### config.mk
export PLATFORM = sky130hd
export DESIGN_NAME = instruction_fetch_unit
export DESIGN_NICKNAME = d
export VERILOG_FILES = /design/src/rtl/instruction_fetch_unit.sv
export SDC_FILE = /design/constraint.sdc
export NUM_CORES = 1
export LEC_CHECK = 0
export ABC_AREA = 0
export CORE_ASPECT_RATIO = 1.5
export CORE_MARGIN = 10
export CORE_UTILIZATION = 25
export DETAILED_ROUTE_END_ITERATION = 8
export GPL_TIMING_DRIVEN = 0
export SLEW_MARGIN = 20
export SYNTH_ARGS = -nofsm -noshare
export SYNTH_HDL_FRONTEND = slang
export SYNTH_SLANG_ARGS = --single-unit
### constraint.sdc
create_clock -name clk -period 14.95 [get_ports clk]
set_clock_uncertainty 0.1 [all_clocks]
set_input_delay 2.2425 -clock clk [delete_from_list [all_inputs] [get_ports clk]]
set_output_delay 2.2425 -clock clk [all_outputs]
set_load 0.005 [all_outputs]
### src/rtl/instruction_fetch_unit.sv
// RV64 fetch front end: PC, single-outstanding imem fetch, redirect and misaligned-target halt.
// Latency: memory latency + 1 from request accept to instr_valid; holds word while !instr_ready.
module instruction_fetch_unit #(
  parameter int              XLEN     = 64,
  parameter logic [XLEN-1:0] RESET_PC = '0
) (
  input  logic            clk,
  input  logic            reset,
  output logic            imem_req_valid,
  input  logic            imem_req_ready,
  output logic [XLEN-1:0] imem_req_addr,
  input  logic            imem_resp_valid,
  input  logic [31:0]     imem_resp_data,
  output logic            instr_valid,
  input  logic            instr_ready,
  output logic [31:0]     instruction,
  output logic [XLEN-1:0] instr_pc,
  input  logic            redirect_valid,
  input  logic [XLEN-1:0] redirect_base,
  input  logic [XLEN-1:0] redirect_offset,
  input  logic            redirect_clear_lsb,
  output logic            fetch_error
);

  typedef enum logic [2:0] {
    S_IDLE,
    S_REQ,
    S_WAIT,
    S_HOLD,
    S_HALT
  } state_t;

  state_t          r_state;
  logic [XLEN-1:0] r_pc;
  logic [XLEN-1:0] r_pend_pc;
  logic            r_pend;
  logic            r_discard;
  logic [31:0]     r_instruction;
  logic [XLEN-1:0] r_instr_pc;
  logic            r_fetch_error;

  logic [XLEN-1:0] w_sum;
  logic [XLEN-1:0] w_target;
  logic [XLEN-1:0] w_newest;
  logic            w_misaligned;

  assign w_sum        = redirect_base + redirect_offset;
  assign w_target     = {w_sum[XLEN-1:1], w_sum[0] & ~redirect_clear_lsb};
  assign w_misaligned = redirect_valid && (w_target[1:0] != 2'b00);
  // A same-cycle redirect is always newer than anything already pending.
  assign w_newest     = redirect_valid ? w_target : r_pend_pc;

  assign imem_req_valid = (r_state == S_REQ);
  assign imem_req_addr  = r_pc;
  assign instr_valid    = (r_state == S_HOLD);
  assign instruction    = r_instruction;
  assign instr_pc       = r_instr_pc;
  assign fetch_error    = r_fetch_error;

  always_ff @(posedge clk or posedge reset) begin
    if (reset) begin
      r_state       <= S_IDLE;
      r_pc          <= RESET_PC;
      r_pend_pc     <= RESET_PC;
      r_pend        <= 1'b0;
      r_discard     <= 1'b0;
      r_instruction <= 32'h0;
      r_instr_pc    <= '0;
      r_fetch_error <= 1'b0;
    end else if (r_state != S_HALT && w_misaligned) begin
      r_state       <= S_HALT;
      r_fetch_error <= 1'b1;
    end else begin
      case (r_state)
        S_IDLE: begin
          if (redirect_valid) r_pc <= w_target;
          r_state <= S_REQ;
        end
        S_REQ: begin
          // The request address stays put; the redirect is replayed after the response.
          if (redirect_valid) begin
            r_pend    <= 1'b1;
            r_pend_pc <= w_target;
          end
          if (imem_req_ready) begin
            r_state   <= S_WAIT;
            r_discard <= r_pend || redirect_valid;
          end
        end
        S_WAIT: begin
          if (imem_resp_valid) begin
            if (r_discard || redirect_valid) begin
              r_pc      <= w_newest;
              r_pend    <= 1'b0;
              r_discard <= 1'b0;
              r_state   <= S_REQ;
            end else begin
              r_instruction <= imem_resp_data;
              r_instr_pc    <= r_pc;
              r_pc          <= r_pc + XLEN'(4);
              r_state       <= S_HOLD;
            end
          end else if (redirect_valid) begin
            r_pend    <= 1'b1;
            r_pend_pc <= w_target;
            r_discard <= 1'b1;
          end
        end
        S_HOLD: begin
          if (redirect_valid) begin
            r_pc    <= w_target;
            r_state <= S_REQ;
          end else if (instr_ready) begin
            r_state <= S_REQ;
          end
        end
        default: begin
        end
      endcase
    end
  end

endmodule

==> out/metrics.csv <==
stage;metric;value;unit
clock_network;CTS root buf;clkbuf_16;
power;Max VDD drop;0.07051;mV
worst_setup_path;required time worst endpoint;15.27;ns
worst_setup_path;Critical path origin;redirect_base[0];
floorplanning;die area;0.06935;mm^2
routing;DR pass1 iterations;6;
clock_network;post-cts resize count;0;
routing;Routed WL;64730;um
timing;final hold viol count;0;
cells_and_area;FF+latch area;0.005756;mm^2
global_route;pin count of the biggest net entering global routing;87;
timing;number of max-slew violations in the final report;0;
floorplanning;placeable core area;0.05878;mm^2
power;LEAKAGE;8.390;nW
flow_run;Max Cap Viol;0;
worst_setup_path;Reg2Reg Setup Slack;10.74;ns
cells_and_area;multi-input logic area;0.008481;mm^2
cells_and_area;Area Overhead vs Synth;35.47;%
yosys;top-count cell post-synth;dfrtp_1;
timing;Tmin final;6.284;ns
worst_setup_path;critical path capture point type;flop;
cells_and_area;Cell Count, Final, Fillers Out;2784;
routing;WL/cell;23.25;um
yosys;synth top area cells;dfrtp_1 39%, mux2_2 7.9%, nand2_1 5.8%, ha_1 5.4%, a21oi_1 4.7%;
timing;Rel. slew slack;29.00;%
placement;Post-Place Cells;2735;
global_route;remaining global-route overflow;0;
worst_setup_path;crit path kind;in -> reg;
placement;Detail Placement HPWL;51350;um
worst_setup_path;R2R cell count;8;
worst_setup_path;worst-path maximum fanout;10;
yosys;leading cell types by count after synthesis;230 x dfrtp_1, 229 x nand2_1, 138 x a21oi_1, 135 x o21ai_0, 104 x mux2_2;
yosys;Synth Register Bits;230;
timing;Final Setup Violations;0;
status;status;completed;
routing;drt first-iter violations;1412;
timing;actual slew at the worst max-slew pin;1.061;ns
routing;Post-DRT Antenna Nets;0;
power;overall power;2.518;mW
timing;final setup TNS;0;ns
routing;via count;14610;
yosys;cells after synthesis;1627;
yosys;Mapped Avg Cell Area;9.071;um^2
floorplanning;die width;218.4;um
yosys;fraction of registers with async set/reset;100.0;%
global_route;initial antenna violation count;1;
clock_network;total CTS buffers;28;
clock_network;Setup Buffers After CTS;0;
clock_network;clock-pin slew of the registers on the worst-case setup and hold paths;0.06;ns
yosys;Main synth FF type;dfrtp_1;
global_route;vias in the first global route;15040;
cells_and_area;Net count, final;2220;
worst_setup_path;R2R Path Start;r_state[0];
floorplanning;Initial Util;25.11;%
yosys;dominant cell type by area after synthesis;dfrtp_1;
timing;Tcrit/Tclk final;42.03;%
yosys;Post-Syn Nets;1859;
cells_and_area;Layout fillers;6060;
yosys;Synth Warn #;0;
placement;Final Wtd Congestion;0.9275;
yosys;Yosys top cell area share;39.00;%
power;Pwr Density;126.0;mW/mm^2
clock_network;Sink Count;230;
floorplanning;Ports;330;
floorplanning;standard-cell row count;109;
worst_setup_path;CP endpoint;instr_pc[18];
placement;# port buffers;328;
clock_network;Clock Path Buffers;3;
worst_hold_path;HP Class;reg -> reg;
yosys;Cell variety after synth;99;
clock_network;CTS tree;built;
timing;RSZ-0062 raised after global routing;no;
cells_and_area;number of diodes;0;
routing;Vias/cell;5.246;
worst_setup_path;FF-to-FF End;instr_pc[18];
timing;fmax;159.1;MHz
global_route;first-pass GRT wire length;95080;um
yosys;Syn Std Cell Area;0.01476;mm^2
worst_setup_path;critical path arrival;6.61;ns
clock_network;H-tree depth;1;
routing;# DRC;0;
cells_and_area;post-route cell area;0.01999;mm^2
clock_network;hold_buf cts;0;
yosys;Seq/Total Area, Yosys;39.00;%
yosys;Post-synth EDFFs;0;
clock_network;Clock Latency Late Sink;0.59;ns
worst_setup_path;type of origin of the critical path;primary input;
cells_and_area;layout cells sized above 1;11.01;%
floorplanning;chip height;317.6;um
global_route;overall routing resource usage;17.93;%
placement;Placed Area;0.01909;mm^2
[critical path: stages]
cell and delay [ns]:
clkdlybuf4s50_1 0.46, ha_1 0.19, inv_1 0.06, fa_1 0.51, nand2_1 0.08, a21oi_1 0.40, nand2_1 0.44, nor2_1 0.84
buf_2 0.61, buf_2 0.39, mux2_2 0.37
[report_power, final]
group	internal [mW]	switching [mW]	leakage, nW
combinational	0.409	0.438	4.91
clock	0.391	0.281	0.438
sequential	0.768	0.231	3.05
total	1.57	0.951	8.39
[layer usage]
metal | vias up | track usage (%) | routed length (um)
li1 | 6662 | - | -
met1 | 7216 | 18.72 | 22360
met2 | 592 | 33.27 | 34390
met3 | 134 | 3.393 | 4622
met4 | 2 | 8.800 | 3345
met5 | - | 0 | 12
[state kept, by name, indices dropped and copies added (netlist names)]
name / cells
r_discard: 1
instruction: 32
r_pend: 1
imem_req_addr: 64
r_pend_pc: 64
instr_pc: 64
fetch_error: 1
r_state: 3
[worst min-delay path by stage]
stage / slack (ns) / cells past startpoint / end / startpoint
finish: 0.38 / 2 / r_pend_pc[59] / r_pend_pc[59]
global route: 0.40 / 2 / r_pend_pc[35] / r_pend_pc[35]
floorplan: 0.34 / 2 / r_pend_pc[10] / r_pend_pc[10]
global placement: 0.35 / 2 / r_pend_pc[42] / r_pend_pc[42]
CTS: 0.38 / 2 / r_pend_pc[42] / r_pend_pc[42]
detailed placement: 0.36 / 2 / r_pend_pc[46] / r_pend_pc[46]
[metrics by stage]
step	hold slack (ns)	setup WS, ns	util (%)
after floorplan	0.3380	6.303	-
final	0.3790	8.666	34.02
after global placement	0.3548	2.925	32.35
after CTS	0.3812	8.518	34.02
after detailed placement	0.3640	7.939	32.48
after global routing	0.3956	8.359	34.02
[cell families (layout without fill, tap and decap cells)]
kind of cell	Yosys count	after routing	share of synthesized area, %
AO/OA/AOI/OAI	500	500	22.09
XOR/XNOR	81	81	4.807
adder cells (fa/ha/maj)	65	65	5.561
buffers and inverters	113	493	3.578
flip-flops	230	230	39.00
multiplexers	111	111	8.410
AND/OR/NAND/NOR	527	527	16.56
[cell type report]
class,count,area share [%]
well taps,777,4.862
inverters,26,0.5257
clock inverters,8,0.4756
plain buffers,87,2.153
clock buffers,41,4.049
repair buffers,331,16.73
multi-input cells,1284,42.42
flip-flops and latches,230,28.79
[placed cells by master (no fill, tap or decap), types with 28 or more instances in the layout]
cell,count
nor2_1,101
clkdlybuf4s50_1,328
o21ai_0,135
nand2_1,229
xnor2_1,44
dfrtp_1,230
ha_1,64
mux2_2,104
clkbuf_1,59
a21o_1,31
nand3_1,59
a21oi_1,138
xor2_1,37
clkbuf_16,28
(Power assumes the default switching activity.)
